==> config.mk <==
export PLATFORM = sky130hd
export DESIGN_NAME = muldiv_sequencer_flat
export DESIGN_NICKNAME = d
export VERILOG_FILES = /design/src/rtl/cpu_pkg.sv /design/src/rtl/muldiv_sequencer_if.sv /design/src/rtl/muldiv_datapath.sv /design/src/rtl/muldiv_sequencer.sv /design/src/flat_wrapper.sv
export SDC_FILE = /design/constraint.sdc
export NUM_CORES = 1
export LEC_CHECK = 0
export CORE_AREA = 2 2 183 203
export CTS_CLUSTER_DIAMETER = 100
export DETAILED_ROUTE_END_ITERATION = 7
export DIE_AREA = 0 0 185 205
export SLEW_MARGIN = 25
export SYNTH_ARGS = -nofsm -noshare
export SYNTH_HDL_FRONTEND = slang
export SYNTH_SLANG_ARGS = --single-unit
==> constraint.sdc <==
create_clock -name clk -period 6.3 [get_ports clk]
set_input_delay 0.63 -clock clk [delete_from_list [all_inputs] [get_ports clk]]
set_output_delay 0.63 -clock clk [all_outputs]
set_load 0.1 [all_outputs]
==> src/rtl/cpu_pkg.sv <==
// cpu_pkg: shared core definitions.
// - AluOP codes decoded by the control unit.
// - Multiply/divide sequencer state encoding.
package cpu_pkg;

  localparam logic [5:0] ALUOP_ADD = 6'b000000;
  localparam logic [5:0] ALUOP_SUB = 6'b000001;
  localparam logic [5:0] ALUOP_MUL = 6'b000010;
  localparam logic [5:0] ALUOP_DIV = 6'b000011;

  typedef enum logic [1:0] {
    IDLE = 2'd0,
    RUN  = 2'd1,
    DONE = 2'd2
  } seq_state_t;

endpackage

==> src/rtl/muldiv_sequencer_if.sv <==
// muldiv_sequencer_if: request/response bundle between EX and the mul/div sequencer.
// master (EX side):   drives start, alu_op, operand_a, operand_b;
//                     receives stall, busy, done, result, div_by_zero.
// slave (sequencer):  the mirror image.
interface muldiv_sequencer_if #(
  parameter int WIDTH = 32
);
  logic             start;
  logic [5:0]       alu_op;
  logic [WIDTH-1:0] operand_a;
  logic [WIDTH-1:0] operand_b;
  logic             stall;
  logic             busy;
  logic             done;
  logic [WIDTH-1:0] result;
  logic             div_by_zero;

  modport master (
    output start, alu_op, operand_a, operand_b,
    input  stall, busy, done, result, div_by_zero
  );

  modport slave (
    input  start, alu_op, operand_a, operand_b,
    output stall, busy, done, result, div_by_zero
  );
endinterface

==> src/rtl/muldiv_datapath.sv <==
// muldiv_datapath: shared shift/add-subtract datapath, one bit per i_step.
// Ports:
//   clk, rst        clock, synchronous active-high reset
//   i_load          latch operand magnitudes, sign and op
//   i_is_div        op to latch on i_load (1 = divide, 0 = multiply)
//   i_a, i_b        two's complement operands
//   i_step          perform one iteration
//   o_result        sign-corrected result as it will be after the current step
module muldiv_datapath #(
  parameter int WIDTH = 32
) (
  input  logic             clk,
  input  logic             rst,
  input  logic             i_load,
  input  logic             i_is_div,
  input  logic [WIDTH-1:0] i_a,
  input  logic [WIDTH-1:0] i_b,
  input  logic             i_step,
  output logic [WIDTH-1:0] o_result
);

  // Register roles:
  //   multiply: r_acc = partial product, r_x = multiplicand (<<), r_y = multiplier (>>)
  //   divide:   r_acc = remainder, r_x = divisor, r_y = dividend shifting into quotient
  logic [WIDTH-1:0] r_acc;
  logic [WIDTH-1:0] r_x;
  logic [WIDTH-1:0] r_y;
  logic             r_is_div;
  logic             r_neg;

  logic [WIDTH-1:0] w_mag_a;
  logic [WIDTH-1:0] w_mag_b;
  logic [WIDTH:0]   w_sh;
  logic [WIDTH:0]   w_diff;
  logic             w_ge;
  logic [WIDTH-1:0] w_acc_n;
  logic [WIDTH-1:0] w_x_n;
  logic [WIDTH-1:0] w_y_n;
  logic [WIDTH-1:0] w_raw;

  // Most-negative input keeps its bit pattern, which is its correct unsigned magnitude.
  assign w_mag_a = i_a[WIDTH-1] ? -i_a : i_a;
  assign w_mag_b = i_b[WIDTH-1] ? -i_b : i_b;

  always_comb begin
    w_sh    = {r_acc, r_y[WIDTH-1]};
    w_diff  = w_sh - {1'b0, r_x};
    w_ge    = ~w_diff[WIDTH];
    w_acc_n = r_acc;
    w_x_n   = r_x;
    w_y_n   = r_y;
    w_raw   = '0;
    if (r_is_div) begin
      // Restoring divide: keep the trial difference only when it did not borrow.
      w_acc_n = w_ge ? w_diff[WIDTH-1:0] : w_sh[WIDTH-1:0];
      w_y_n   = {r_y[WIDTH-2:0], w_ge};
      w_raw   = w_y_n;
    end else begin
      w_acc_n = r_acc + (r_y[0] ? r_x : '0);
      w_x_n   = r_x << 1;
      w_y_n   = r_y >> 1;
      w_raw   = w_acc_n;
    end
  end

  assign o_result = r_neg ? -w_raw : w_raw;

  always_ff @(posedge clk) begin
    if (rst) begin
      r_acc    <= '0;
      r_x      <= '0;
      r_y      <= '0;
      r_is_div <= 1'b0;
      r_neg    <= 1'b0;
    end else if (i_load) begin
      r_acc    <= '0;
      r_x      <= w_mag_b;
      r_y      <= w_mag_a;
      r_is_div <= i_is_div;
      r_neg    <= i_a[WIDTH-1] ^ i_b[WIDTH-1];
    end else if (i_step) begin
      r_acc    <= w_acc_n;
      r_x      <= w_x_n;
      r_y      <= w_y_n;
    end
  end

endmodule

==> src/rtl/muldiv_sequencer.sv <==
// muldiv_sequencer: iterative MUL/DIV unit beside the EX-stage ALU.
// Ports:
//   clk, rst   clock, synchronous active-high reset
//   bus        muldiv_sequencer_if.slave:
//                start/alu_op/operand_a/operand_b in,
//                stall (combinational), busy, done, result, div_by_zero out
// Accepts in IDLE or DONE, runs WIDTH iterations, pulses done for one cycle.
// A zero divisor skips the iterations and completes the next cycle.
module muldiv_sequencer
  import cpu_pkg::*;
#(
  parameter int         WIDTH   = 32,
  parameter logic [5:0] ALU_MUL = ALUOP_MUL,
  parameter logic [5:0] ALU_DIV = ALUOP_DIV
) (
  input logic              clk,
  input logic              rst,
  muldiv_sequencer_if.slave bus
);

  localparam int CW = $clog2(WIDTH) + 1;

  seq_state_t       r_state;
  logic [CW-1:0]    r_cnt;
  logic [WIDTH-1:0] r_result;
  logic             r_busy;
  logic             r_done;
  logic             r_dbz;

  logic             w_is_mul;
  logic             w_is_div;
  logic             w_accept;
  logic             w_div0;
  logic             w_step;
  logic             w_last;
  logic [WIDTH-1:0] w_dp_result;

  assign w_is_mul = (bus.alu_op == ALU_MUL);
  assign w_is_div = (bus.alu_op == ALU_DIV);
  assign w_accept = bus.start && (w_is_mul || w_is_div) && (r_state != RUN);
  assign w_div0   = w_is_div && (bus.operand_b == '0);
  assign w_step   = (r_state == RUN);
  assign w_last   = (r_cnt == CW'(WIDTH - 1));

  muldiv_datapath #(.WIDTH(WIDTH)) u_datapath (
    .clk      (clk),
    .rst      (rst),
    .i_load   (w_accept),
    .i_is_div (w_is_div),
    .i_a      (bus.operand_a),
    .i_b      (bus.operand_b),
    .i_step   (w_step),
    .o_result (w_dp_result)
  );

  always_ff @(posedge clk) begin
    if (rst) begin
      r_state  <= IDLE;
      r_cnt    <= '0;
      r_result <= '0;
      r_busy   <= 1'b0;
      r_done   <= 1'b0;
      r_dbz    <= 1'b0;
    end else begin
      r_done <= 1'b0;
      case (r_state)
        RUN: begin
          r_cnt <= r_cnt + 1'b1;
          if (w_last) begin
            // Datapath output already reflects this final step.
            r_result <= w_dp_result;
            r_dbz    <= 1'b0;
            r_busy   <= 1'b0;
            r_done   <= 1'b1;
            r_state  <= DONE;
          end
        end
        IDLE, DONE: begin
          if (w_accept) begin
            r_cnt <= '0;
            if (w_div0) begin
              r_result <= '1;
              r_dbz    <= 1'b1;
              r_done   <= 1'b1;
              r_state  <= DONE;
            end else begin
              r_busy  <= 1'b1;
              r_state <= RUN;
            end
          end else begin
            r_state <= IDLE;
          end
        end
        default: begin
          r_busy  <= 1'b0;
          r_state <= IDLE;
        end
      endcase
    end
  end

  assign bus.busy        = r_busy;
  assign bus.done        = r_done;
  assign bus.result      = r_result;
  assign bus.div_by_zero = r_dbz;
  assign bus.stall       = r_busy | w_accept;

endmodule
==> src/flat_wrapper.sv <==
// flat-port wrapper written by rule: the top's interface ports become plain ports
module muldiv_sequencer_flat import cpu_pkg::*;
#(
  parameter int         WIDTH   = 32,
  parameter logic [5:0] ALU_MUL = ALUOP_MUL,
  parameter logic [5:0] ALU_DIV = ALUOP_DIV
)
  (clk, rst, bus_start, bus_alu_op, bus_operand_a, bus_operand_b, bus_stall, bus_busy, bus_done, bus_result, bus_div_by_zero);
  muldiv_sequencer_if #(.WIDTH(WIDTH)) bus_i ();
  input logic clk;
  input logic rst;
  input wire logic [$bits(bus_i.start)-1:0] bus_start;
  input wire logic [$bits(bus_i.alu_op)-1:0] bus_alu_op;
  input wire logic [$bits(bus_i.operand_a)-1:0] bus_operand_a;
  input wire logic [$bits(bus_i.operand_b)-1:0] bus_operand_b;
  output wire logic [$bits(bus_i.stall)-1:0] bus_stall;
  output wire logic [$bits(bus_i.busy)-1:0] bus_busy;
  output wire logic [$bits(bus_i.done)-1:0] bus_done;
  output wire logic [$bits(bus_i.result)-1:0] bus_result;
  output wire logic [$bits(bus_i.div_by_zero)-1:0] bus_div_by_zero;
  assign bus_i.start = bus_start;
  assign bus_i.alu_op = bus_alu_op;
  assign bus_i.operand_a = bus_operand_a;
  assign bus_i.operand_b = bus_operand_b;
  assign bus_stall = bus_i.stall;
  assign bus_busy = bus_i.busy;
  assign bus_done = bus_i.done;
  assign bus_result = bus_i.result;
  assign bus_div_by_zero = bus_i.div_by_zero;
  muldiv_sequencer #(.WIDTH(WIDTH), .ALU_MUL(ALU_MUL), .ALU_DIV(ALU_DIV)) u_core (.clk(clk), .rst(rst), .bus(bus_i));
endmodule
**Word-level counts from Yosys, hierarchy flattened**

Cells that the tools add are included.

- Output and inout bits: 36
- Register bits: 141
- Word-level logic and storage cells: 79

- Reductions and logical operators: 14
- Add/subtract/negate cells: 6
- Mux-type cells: 34
- Equality and inequality tests: 11
- Bitwise logic cells: 3

Operators by type and width:

| cell | count |
|---|---|
| 32-bit 2-to-1 mux | 16 |
| 32-bit negator | 3 |
| 32-bit one-hot mux with 2 select lines | 1 |
| 33-bit by 32-bit subtractor with 33-bit output | 1 |
| 32-bit adder | 1 |
| 32-bit zero test | 1 |
| 6-bit by 2-bit == test with 1-bit output, second input constant | 2 |
| 6-bit one-hot mux with 2 select lines | 1 |
| 2-bit by 1-bit inequality test with 1-bit output, second input constant | 5 |
| 1-bit 2-to-1 mux | 8 |
| 6-bit by 1-bit adder with 6-bit output, second input constant | 1 |
| 6-bit by 5-bit == test with 1-bit output, second input constant | 1 |
| 2-bit 2-to-1 mux | 3 |
| 6-bit 2-to-1 mux | 1 |
| 1-bit one-hot mux with 2 select lines | 3 |
| 2-bit one-hot mux with 2 select lines | 1 |
| 2-bit AND reduction | 2 |
| 4-bit AND reduction | 1 |
| 2-bit nonzero test | 2 |
| 2-bit OR reduction | 2 |
| 1-bit logical AND | 3 |
| 3-bit AND reduction | 1 |
| 2-bit by 1-bit == test with 1-bit output, second input constant | 1 |
| 2-bit == test, second input constant | 1 |
| other kinds (6) | 6 |

**Depth between registers and ports, before layout**

- Word-level depth: 7
- Depth in mapped cells: 19
- Mapped depth without buffers: 18

**By module**

From an unflattened synthesis, not the netlist that was laid out.

- Cell total of the unflattened synthesis: 1,776
- Area, all modules: 13,068.8 um2

Modules (own cells, without submodules):

| module | cells an instance | area an instance (um2) | times used |
|---|---|---|---|
| muldiv_datapath | 1,557 | 11,071.9 | 1 |
| muldiv_sequencer | 219 | 1,996.9 | 1 |

**Worst setup path before layout**

Ideal clock, no wire load.

- Path kind: flip-flop to flip-flop
- Start point: register u_core.u_datapath.r_y[31]
- End point: register u_core.r_result[30] (netlist: u_core.bus.result[30])
- Buffers on the path: 1
- Stages on the path, launching flop included: 20
- Setup slack: 1.920 ns
- Library setup time: 0.086 ns
- Arrival time: 4.295 ns
- Path through: dfxtp_1 -> inv_1 -> ha_1 -> fa_1 -> nor2b_1 -> o2111ai_1 -> a21oi_1 -> o21bai_1 -> o31a_1 -> o31ai_1 -> xor2_1 -> clkbuf_1 -> a21oi_1 -> ha_1 -> nand3_1 -> nor4_4 -> nand2_2 -> o41ai_1 -> xor2_1 -> a211oi_1

- Cells in the longest elaborated chain, start to end: 7

RTL lines:

| item | RTL line | RTL |
|---|---|---|
| start: declaration | muldiv_datapath.sv:27 | `logic [WIDTH-1:0] r_y;` |
| start signal: assignment | muldiv_datapath.sv:78 | `r_y <= w_mag_a;` |
| start signal: assignment | muldiv_datapath.sv:84 | `r_y <= w_y_n;` |
| 33-bit by 32-bit subtractor with 33-bit output | muldiv_datapath.sv:47 | `w_diff = w_sh - {1'b0, r_x};` |
| 1-bit NOT | muldiv_datapath.sv:48 | `w_ge = ~w_diff[WIDTH];` |
| 32-bit 2-to-1 mux | muldiv_datapath.sv:53 | `if (r_is_div) begin` |
| 32-bit negator | muldiv_datapath.sv:66 | `assign o_result = r_neg ? -w_raw : w_raw;` |
| 32-bit 2-to-1 mux | muldiv_datapath.sv:66 |  |
| 32-bit 2-to-1 mux | muldiv_sequencer.sv:69 | `if (w_last) begin` |
| 32-bit one-hot mux with 2 select lines | muldiv_sequencer.sv:66 | `case (r_state)` |
| end signal: assignment | muldiv_sequencer.sv:71 | `r_result <= w_dp_result;` |
| end: declaration | muldiv_sequencer.sv:25 | `logic [WIDTH-1:0] r_result;` |

No other way between the ends. The select of a mux whose other input is x is not followed.
A chain may end at the register's enable or synchronous reset.

**Final worst setup path**

Same ends and word-level chain as after synthesis.

==> results.txt <==
Count leader, synth: nand2_1
Highest Signal Layer: met4
Cell Rows: 73
Gr ovfl total: 0
Flop and latch count out of synthesis: 141
I/O pin count: 109
Drt drc: 0
CTS max path bufs: 2
# nets final: 1,873
Core area: 35,800 sq um
Top post-synthesis cells by count: 239 x nand2_1, 160 x nor2_1, 141 x dfxtp_1
Minimum clock period: 5130 ps
PwrDens: 170 nW/um^2
Slew HR: 0.330
Top delay family on crit path: compound AO/OA/AOI/OAI gates
Worst slew pin tran: 995 ps
Sequential area share after synthesis: 0.226
Gr usage total: 0.204
Filler instances: 3,715
Clk Tree Root Cell: clkbuf_16
Synth area leader: dfxtp_1
Final Core Density: 0.406
Number of synthesized flops with an enable pin: 0
Post-Route WL: 39.0 mm
Max stage delay on crit path: 740 ps
IO buf count: 108
Hpwl dp: 29.3 mm
First drt pass iteration count: 5
Wire per inst: 17.5 um
Met2 routed WL: 16.9 mm
Via-to-Cell Ratio: 5.61
Die area: 37,900 sq um
Initial Util: 0.348
Max-cap violation count: 0
Tcrit/Tclk final: 0.814
WL met3: 1.99 mm
DRT iter0 DRCs: 1,025
Slew Limit Fails: 0
Post-synth top area share: 0.226
Via count: 12.5k
Die height: 205 um
DP Worst Slack: 1170 ps
Gp weighted congestion: 0.876
Worst vdd ir: 0.000173 V
Final WS setup: 1170 ps
Global-route wire length before repair: 62.3 mm
Antenna Nets Post-Route: 0
Crit path kind: flip-flop to flip-flop
Fmax achieved: 195 MHz
Ys Warns: 0
Synthesized cell area: 12,500 sq um
Critical Path Source Type: flip-flop
Area growth, synth to finish: 16.6%
Asr flop ratio synth: 0
Final setup violation count: 0
Crit-path cells: inv_1 -> ha_1 -> fa_1 -> nor2b_1 -> o2111ai_1 -> a21oi_1 -> o21bai_1 -> o31a_1 -> o31ai_1 -> xor2_1 -> a21oi_1 -> ha_1 -> nand3_1 -> nor4_4 -> nand2_2 -> o41ai_1 -> xor2_1 -> a211oi_1
Setup total negative slack: 0 ps
Pin count of the biggest net entering global routing: 72
CTS-repair resized insts: 0
Leak: 5.26 nW
Crit end category: flip-flop
Syn Nets: 1,841
Area contributors post-synth: dfxtp_1 23%, nand2_1 7.2%, ha_1 6.7%
Post-CTS Setup Inserts: 0
H-tree levels: 4
Hold_buf cts: 0
Outcome: completed
Crit Path Max Fanout: 7
Clock slew at reported path FFs: 70 ps
Critical path required time: 6650 ps
Share of cells above drive strength 1: 0.0539
CTS sink cnt: 141
# diodes: 0
Die width: 185 um
CTS tree: done
Metal-1 WL: 19.6 mm
CP arrival: 5480 ps
CTS Buf Count: 17
Initial antenna violation count: 0
RSZ-0062 raised after global routing: false
Cell count after synthesis: 1,699
Vias in the first global route: 11.9k
Mean post-synth cell area: 7.34 sq um
CP bufs+invs: 1
Post-synth top flop: dfxtp_1
Final Hold Fails: 0
Min-delay worst type: flip-flop to flip-flop
Synth cell types: 86
Slowest stage cell, crit path: o31ai_1
PnR Total Power: 0.00247 W
Clock Latency Late Sink: 440 ps
Worst-case clock skew: 10.2 ps
==> final timing paths <==
path	startpoint	to	slack [ps]	depth (start not counted)
max	u_core.u_datapath.r_y[31]$_SDFFE_PP0P_	u_core.bus.result[30]$_SDFFE_PP0P_	1170	18
min	u_core.u_datapath.r_y[5]$_SDFFE_PP0P_	u_core.u_datapath.r_y[4]$_SDFFE_PP0P_	490	2
max reg2reg	u_core.u_datapath.r_y[31]$_SDFFE_PP0P_	u_core.bus.result[30]$_SDFFE_PP0P_	1170	18
min reg2reg	u_core.u_datapath.r_y[5]$_SDFFE_PP0P_	u_core.u_datapath.r_y[4]$_SDFFE_PP0P_	490	2
==> stage by stage <==
stage	hold slack [ps]	area, sq um	cells
floorplan	451	12500	1699
global placement	480	13900	2199
detailed placement	484	13900	2199
CTS	495	14600	2231
global route	526	14500	2231
finish	494	14500	2231
==> report_power, final <==
| part | total, W | switching (W) | internal (W) | leakage, nW |
|---|---|---|---|---|
| clock network | 0.00117 | 0.000425 | 0.000745 | 0.321 |
| registers | 0.000911 | 0.0000110 | 0.000900 | 1.14 |
| logic | 0.000392 | 0.000226 | 0.000166 | 3.80 |
| total | 0.00247 | 0.000663 | 0.00181 | 5.26 |
==> layout make-up <==
cell class / count / area [sq um] / area share
Sequential cell: 141 / 2830 / 0.194
Tap cell: 487 / 609 / 0.0419
Inverter: 57 / 214 / 0.0147
Clock inverter: 14 / 240 / 0.0165
Clock buffer: 18 / 429 / 0.0295
Multi-Input combinational cell: 1389 / 9030 / 0.621
Timing Repair Buffer: 125 / 1200 / 0.0826
==> worst min-delay path, stage by stage (launching register included) <==
cell      delay, ps
dfxtp_1         320
nand2_1          60
a221oi_1         60
==> placed cells by master, fill, tap and decap left out, types with 28 or more instances in the layout <==
cell and count:
xor2_1 62, a311oi_1 51, inv_1 56, a211oi_1 64
nor2_1 157, xnor2_1 73, clkdlybuf4s50_1 106, and2_1 37
a21o_1 37, ha_1 67, o21ai_0 87, nand2_1 238
o211ai_1 28, a21oi_1 119, o31ai_1 30, nand3_1 35
dfxtp_1 140
==> routing by layer <==
metal  track usage  vias up
li1              -     6279
met1         0.293     5860
met2         0.320      344
met3        0.0258       32
met4        0.0544        0
met5             0        -
==> flip-flops by register name, summed over array words and instances (netlist names) <==
signal,flops
u_core.bus.busy,1
u_core.bus.div_by_zero,1
u_core.bus.done,1
u_core.bus.result,32
u_core.r_cnt,6
u_core.r_state,2
u_core.u_datapath.r_acc,32
u_core.u_datapath.r_is_div,1
u_core.u_datapath.r_neg,1
u_core.u_datapath.r_x,32
u_core.u_datapath.r_y,32
==> cell families (layout without fill, tap and decap cells) <==
group / Yosys count / in the layout / share of synthesized area
adder cells (fa/ha/maj): 69 / 69 / 0.0704
flip-flops: 141 / 141 / 0.226
AO/OA/AOI/OAI: 552 / 552 / 0.310
AND/OR/NAND/NOR: 610 / 610 / 0.227
buffers and inverters: 169 / 214 / 0.0523
XOR/XNOR: 136 / 136 / 0.0955
multiplexers: 22 / 22 / 0.0183
Note: power is estimated with default switching activity, not from simulation.
